File: src/rtl/alu_ctrl_pkg.sv
// Shared codes for the ALU control slice: alu_op classes, R-type funct values,
// ALU operation codes, mult/div op encoding and sequencer states.
package alu_ctrl_pkg;

  // alu_op classes from main Control
  localparam logic [2:0] ALU_OP_LUI   = 3'b000;
  localparam logic [2:0] ALU_OP_ORI   = 3'b001;
  localparam logic [2:0] ALU_OP_ANDI  = 3'b010;
  localparam logic [2:0] ALU_OP_SLTI  = 3'b011;
  localparam logic [2:0] ALU_OP_ADDI  = 3'b100;
  localparam logic [2:0] ALU_OP_LDST  = 3'b101;
  localparam logic [2:0] ALU_OP_BR    = 3'b110;
  localparam logic [2:0] ALU_OP_RTYPE = 3'b111;

  // R-type funct field
  localparam logic [5:0] FUNCT_SLL   = 6'b000000;
  localparam logic [5:0] FUNCT_SRL   = 6'b000010;
  localparam logic [5:0] FUNCT_MULT  = 6'b011000;
  localparam logic [5:0] FUNCT_MULTU = 6'b011001;
  localparam logic [5:0] FUNCT_DIV   = 6'b011010;
  localparam logic [5:0] FUNCT_DIVU  = 6'b011011;
  localparam logic [5:0] FUNCT_ADD   = 6'b100000;
  localparam logic [5:0] FUNCT_SUB   = 6'b100010;
  localparam logic [5:0] FUNCT_AND   = 6'b100100;
  localparam logic [5:0] FUNCT_OR    = 6'b100101;
  localparam logic [5:0] FUNCT_NOR   = 6'b100111;
  localparam logic [5:0] FUNCT_SLT   = 6'b101010;

  // ALU operation codes
  localparam logic [3:0] ALU_OPER_LUI     = 4'b0000;
  localparam logic [3:0] ALU_OPER_OR      = 4'b0001;
  localparam logic [3:0] ALU_OPER_SLL     = 4'b0010;
  localparam logic [3:0] ALU_OPER_ADD     = 4'b0011;
  localparam logic [3:0] ALU_OPER_SRL     = 4'b0100;
  localparam logic [3:0] ALU_OPER_SUB     = 4'b0101;
  localparam logic [3:0] ALU_OPER_AND     = 4'b0110;
  localparam logic [3:0] ALU_OPER_MULT    = 4'b0111;
  localparam logic [3:0] ALU_OPER_DIV     = 4'b1000;
  localparam logic [3:0] ALU_OPER_ILLEGAL = 4'b1001;
  localparam logic [3:0] ALU_OPER_SLT     = 4'b1010;
  localparam logic [3:0] ALU_OPER_NOR     = 4'b1011;

  // Mult/div op; matches funct[1:0] of the MD instructions
  typedef enum logic [1:0] {
    MD_MULT  = 2'b00,
    MD_MULTU = 2'b01,
    MD_DIV   = 2'b10,
    MD_DIVU  = 2'b11
  } md_op_e;

  typedef enum logic [1:0] {
    ST_IDLE = 2'b00,
    ST_BUSY = 2'b01,
    ST_DONE = 2'b10
  } md_state_e;

endpackage

File: src/rtl/alu_control_seq_md_sequencer.sv
// Mult/div sequencer: start pulse on accept, stall while the iterative datapath
// runs, one HI/LO write strobe on the cycle the held instruction retires.
module md_sequencer
  import alu_ctrl_pkg::*;
#(
  parameter int MD_CYCLES = 32
) (
  input  logic   clk,
  input  logic   reset,
  input  logic   start_req,
  input  md_op_e md_op,
  output logic   start,
  output logic   stall,
  output logic   hilo_we,
  output md_op_e md_op_o
);

  localparam int CNT_W = $clog2(MD_CYCLES);

  md_state_e        state, state_nx;
  logic [CNT_W-1:0] cnt, cnt_nx;

  // State, counter and latched op; reset wins over any acceptance
  always_ff @(posedge clk) begin
    if (reset) begin
      state   <= ST_IDLE;
      cnt     <= '0;
      md_op_o <= MD_MULT;
    end else begin
      state <= state_nx;
      cnt   <= cnt_nx;
      if (start) md_op_o <= md_op;
    end
  end

  // Next state and strobes. BUSY lasts MD_CYCLES-1 cycles so that the accept
  // cycle plus BUSY gives exactly MD_CYCLES stalled cycles; cnt lands on 0
  // as DONE is entered.
  always_comb begin
    state_nx = state;
    cnt_nx   = cnt;
    start    = 1'b0;
    stall    = 1'b0;
    hilo_we  = 1'b0;
    case (state)
      ST_IDLE: begin
        if (start_req) begin
          start    = 1'b1;
          stall    = 1'b1;
          cnt_nx   = CNT_W'(MD_CYCLES - 1);
          state_nx = ST_BUSY;
        end
      end
      ST_BUSY: begin
        stall  = 1'b1;
        cnt_nx = cnt - CNT_W'(1);
        if (cnt == CNT_W'(1)) state_nx = ST_DONE;
      end
      ST_DONE: begin
        hilo_we  = 1'b1;
        state_nx = ST_IDLE;
      end
      default: state_nx = ST_IDLE;
    endcase
    // Strobes are silenced in a reset cycle so an aborted op leaves no trace
    if (reset) begin
      start   = 1'b0;
      stall   = 1'b0;
      hilo_we = 1'b0;
    end
  end

endmodule

File: src/rtl/alu_control_seq.sv
// ALU control: zero-latency {alu_op, funct} decode plus mult/div sequencing.
// Define ALU_CTRL_DIV_EN to decode and sequence DIV/DIVU; otherwise they are illegal.
module alu_control_seq
  import alu_ctrl_pkg::*;
#(
  parameter int ALU_OP_W  = 3,
  parameter int FUNCT_W   = 6,
  parameter int OPER_W    = 4,
  parameter int MD_CYCLES = 32
) (
  input  logic                clk,
  input  logic                reset,
  input  logic                valid_i,
  input  logic [ALU_OP_W-1:0] alu_op_i,
  input  logic [FUNCT_W-1:0]  alu_function_i,
  output logic [OPER_W-1:0]   alu_operation_o,
  output logic                illegal_o,
  output logic                md_start_o,
  output logic [1:0]          md_op_o,
  output logic                stall_o,
  output logic                hilo_we_o
);

  logic   match;
  logic   md_req;
  md_op_e md_op_q;

  // Combinational decode; unmatched selectors fall through to the illegal code
  always_comb begin
    alu_operation_o = ALU_OPER_ILLEGAL;
    match           = 1'b1;
    md_req          = 1'b0;
    case (alu_op_i)
      ALU_OP_LUI:  alu_operation_o = ALU_OPER_LUI;
      ALU_OP_ORI:  alu_operation_o = ALU_OPER_OR;
      ALU_OP_ANDI: alu_operation_o = ALU_OPER_AND;
      ALU_OP_SLTI: alu_operation_o = ALU_OPER_SLT;
      ALU_OP_ADDI: alu_operation_o = ALU_OPER_ADD;
      ALU_OP_LDST: alu_operation_o = ALU_OPER_ADD;
      ALU_OP_BR:   alu_operation_o = ALU_OPER_SUB;
      ALU_OP_RTYPE: begin
        case (alu_function_i)
          FUNCT_ADD: alu_operation_o = ALU_OPER_ADD;
          FUNCT_SUB: alu_operation_o = ALU_OPER_SUB;
          FUNCT_AND: alu_operation_o = ALU_OPER_AND;
          FUNCT_OR:  alu_operation_o = ALU_OPER_OR;
          FUNCT_NOR: alu_operation_o = ALU_OPER_NOR;
          FUNCT_SLT: alu_operation_o = ALU_OPER_SLT;
          FUNCT_SLL: alu_operation_o = ALU_OPER_SLL;
          FUNCT_SRL: alu_operation_o = ALU_OPER_SRL;
          FUNCT_MULT, FUNCT_MULTU: begin
            alu_operation_o = ALU_OPER_MULT;
            md_req          = 1'b1;
          end
`ifdef ALU_CTRL_DIV_EN
          FUNCT_DIV, FUNCT_DIVU: begin
            alu_operation_o = ALU_OPER_DIV;
            md_req          = 1'b1;
          end
`endif
          default: match = 1'b0;
        endcase
      end
      default: match = 1'b0;
    endcase
  end

  assign illegal_o = valid_i & ~match;
  assign md_op_o   = md_op_q;

  md_sequencer #(
    .MD_CYCLES (MD_CYCLES)
  ) u_md_seq (
    .clk       (clk),
    .reset     (reset),
    .start_req (valid_i & md_req),
    .md_op     (md_op_e'(alu_function_i[1:0])),
    .start     (md_start_o),
    .stall     (stall_o),
    .hilo_we   (hilo_we_o),
    .md_op_o   (md_op_q)
  );

endmodule

File: config.mk
export PLATFORM = sky130hd
export DESIGN_NAME = alu_control_seq
export DESIGN_NICKNAME = d
export VERILOG_FILES = /design/src/rtl/alu_ctrl_pkg.sv /design/src/rtl/alu_control_seq_md_sequencer.sv /design/src/rtl/alu_control_seq.sv
export SDC_FILE = /design/constraint.sdc
export NUM_CORES = 1
export LEC_CHECK = 0
export BUFFER_PORTS_ARGS = -buffer_cell sky130_fd_sc_hd__buf_2
export CAP_MARGIN = 20
export CORE_UTILIZATION = 39
export CTS_BUF_LIST = sky130_fd_sc_hd__clkbuf_16
export CTS_CLUSTER_SIZE = 25
export DETAILED_ROUTE_END_ITERATION = 10
export PLACE_DENSITY_LB_ADDON = 0.3
export SLEW_MARGIN = 15
export SYNTH_ARGS = -nofsm -noshare
export SYNTH_HDL_FRONTEND = slang
export SYNTH_SLANG_ARGS = --single-unit
File: constraint.sdc
create_clock -name clk -period 1.25 [get_ports clk]
set_input_delay 0.1875 -clock clk [delete_from_list [all_inputs] [get_ports clk]]
set_output_delay 0.1875 -clock clk [all_outputs]
set_load 0.02 [all_outputs]
==> results.md <==
- Worst hold endpoint: u_md_seq.md_op_o[0]$_SDFFE_PP0P_
- Fin. Hold Viols: 0
- Most area-hungry cell type in the Yosys netlist: dfxtp_1
- Slew @ Worst Pin: 0.363 ns
- DIE AREA: 2200 µm²
- Ports: 22
- First-pass GRT wire length: 3570 µm
- WL per Instance: 13.6 µm
- Max Clock Skew: 0.00103 ns
- Final Slew Violations: 0
- Main synth FF type: dfxtp_1
- WHS Path Cells: 2
- Antenna cells: 0
- Core Footprint: 1800 µm²
- NumNets Final: 160
- Pre-CTS WS: -0.279 ns
- Most common cell after layout, fill and taps aside: buf_4
- Hold-fix buffers, CTS: 0
- Initial antenna violation count: 0
- Total gr overflow: 0
- # fillers: 132
- Post-route ant nets: 0
- CP Launch Type: input pin
- Clk slew on worst S/H paths: 0.04 ns
- Maximum vdd drop: 0.000720 V
- Post-DP Area: 1050 µm²
- LEAKAGE: 0.559 nW
- Bufs and invs on worst path: 2
- GRT Util Overall: 22.7%
- Clock Path Buffers: 2
- Violated checks: setup timing
- TritonCTS Sinks: 9
- Core Rows: 15
- Setup TNS Final: -1.14 ns
- TritonCTS buffer count: 3
- Hold path start: reset
- Critical Path Fanout Max: 14
- RSZ-0062 raised after global routing: yes
- Die H: 47.0 µm
- First-pass DRT Iterations: 4
- Final worst slack: -0.222 ns
- Avg Inst Size Synth: 7.65 µm²
- Clock Root Buffer: clkbuf_16
- Commonest non-fill, non-tap cells in the layout: buf_4, nor2_1, buf_2, inv_1, dfxtp_1
- Width of the die: 47.0 µm
- Number of synthesized flops with an enable pin: 0
- CP Capture Type: primary output
- Post-synthesis cell count: 103
- HP Class: input pin to flip-flop
- CP Class: input pin to primary output
- Avg Vias per Cell: 5.38
- Layout cells sized above 1: 55.2%
- CTS tree: yes
- GPL Wtd Cong: 0.813
- Peak Freq: 679 MHz
- CP max-delay cell: nor3_1
- H-tree depth: 1
- Final design area excluding fillers: 1370 µm²
- Worst skew pair latency: 0.24 ns
- Crit-path leading delay family: compound AO/OA/AOI/OAI gates
- Largest net degree at the start of global routing: 15
- Yosys warnings: 0
- Status: finished with violations
- R2R setup slack: 0.06 ns
- Synth async-reset ratio: 0%
- CP peak stage delay: 0.35 ns
- Detailed-route DRC error count: 0
- Netlist cell types: 38
- Initial Utilization: 43.7%
- Slew margin rel.: 75.6%
- Initial detailed-routing violation count: 10
- Minimum clock period: 1.47 ns
- WP data required: 1.06 ns
- DP HPWL: 1490 µm
- Seq/Total Area, Yosys: 22.9%
- Vias in the first global route: 856
- Area grow syn2layout: 73.8%
- Endpoints failing setup: 7
- Worst reg2reg endpoint: u_md_seq.cnt[4]$_SDFFE_PP0P_
- Seq cells post-synth: 9
- Worst EP arrival: 1.28 ns
- Synth area leaders: dfxtp_1, nor3_1, nor2_1
- R2r worst-path depth: 5
- Vias: 915
- Max Cap Violations: 0
- Power Dens Cells: 817 nW/µm²
- CP Cell Sequence: buf_8 -> nor3_1 -> a21oi_1 -> o22ai_2 -> a31oi_2 -> buf_4
- Post-Route WL: 2320 µm
- RR Startpoint: u_md_seq.cnt[0]$_SDFFE_PP0P_
- Mapped Area: 788 µm²
- Period Utilization, post-route: 118%
- Share of the synthesized area in the top cell type: 22.9%
- Syn nets: 117
- IO Port Bufs: 21
[cells in the mapped netlist, types with 3 or more instances]
library cell	instances
nand3_1	3
dfxtp_1	9
o22ai_1	3
inv_1	6
nor3_1	11
a21oi_1	6
nand2_1	6
nor2b_1	3
nor2_1	11
buf_2	4
[worst reg2reg max path, cell delays in order, from the launching register on]
cell      delay [ns]
dfxtp_1         0.38
inv_1           0.08
ha_1            0.23
and3_1          0.18
nor3_2          0.13
a211oi_2        0.06
[final cells by class]
cell class              count  area (µm²)  area share (%)
multi-input cells          81         669            48.9
flip-flops and latches      9         183            13.3
well taps                  25        31.3            2.28
clock inverters             1        3.75           0.274
repair buffers             45         385            28.1
inverters                   6        22.5            1.64
clock buffers               3        75.1            5.48
[report_power, final]
part | internal [mW] | leakage, nW | total [mW] | switching [mW]
logic | 0.143 | 0.443 | 0.270 | 0.127
registers | 0.289 | 0.0735 | 0.290 | 0.000960
clock network | 0.418 | 0.0423 | 0.559 | 0.141
[layer usage]
layer,vias to the layer above,part of all wire [%],routed length (µm),global-route usage (%)
met5,-,0,0,0
met4,0,3.4,79,10.3
met3,9,3.2,73,4.62
met2,23,52,1200,39.7
met1,423,41,960,26.5
li1,460,-,-,-
[registers in the layout (all words and copies together) (netlist names)]
| name | flops |
|---|---|
| u_md_seq.state | 2 |
| u_md_seq.cnt | 5 |
| u_md_seq.md_op_o | 2 |
[metrics by stage]
stage | instances | hold WS, ns | total power [mW] | util (%)
4_1_cts | 169 | 0.298 | 1.10 | 72.3
3_3_place_gp | 162 | 0.455 | 0.478 | 58.5
2_1_floorplan | 103 | 0.327 | 0.403 | -
3_5_place_dp | 162 | 0.459 | 0.484 | 58.5
5_1_grt | 170 | 0.329 | 1.16 | 76.0
6_report | 170 | 0.313 | 1.12 | 76.0
[cell families after synthesis]
family / count (synthesis) / synth area share [%]
muxes: 1 / 1.27
adders and majority gates: 2 / 3.17
xor gates and xnor gates: 1 / 1.11
and+or+nand+nor: 54 / 40.3
DFF: 9 / 22.9
AOI/OAI and AO/OA: 23 / 22.1
buffers and inverters: 13 / 9.21
[how the worst max path moves through the flow]
stage	start	end	slack [ns]	cells past startpoint
global route	alu_function_i[0]	alu_operation_o[3]	-0.27	6
detailed placement	alu_function_i[1]	illegal_o	-0.28	5
global placement	alu_function_i[1]	illegal_o	-0.27	5
floorplan	alu_function_i[5]	illegal_o	-0.14	4
finish	alu_function_i[0]	alu_operation_o[3]	-0.22	6
CTS	alu_function_i[5]	stall_o	-0.16	6
[repair_timing]
item | in CTS | in global routing
setup buffers | 3 | 1
gates resized for setup | 38 | 14
endpoints found under the setup margin | 7 | 11
hold endpoints to repair | 0 | 0
pin swaps | 17 | 11
Note: power is estimated with default switching activity, not from simulation.
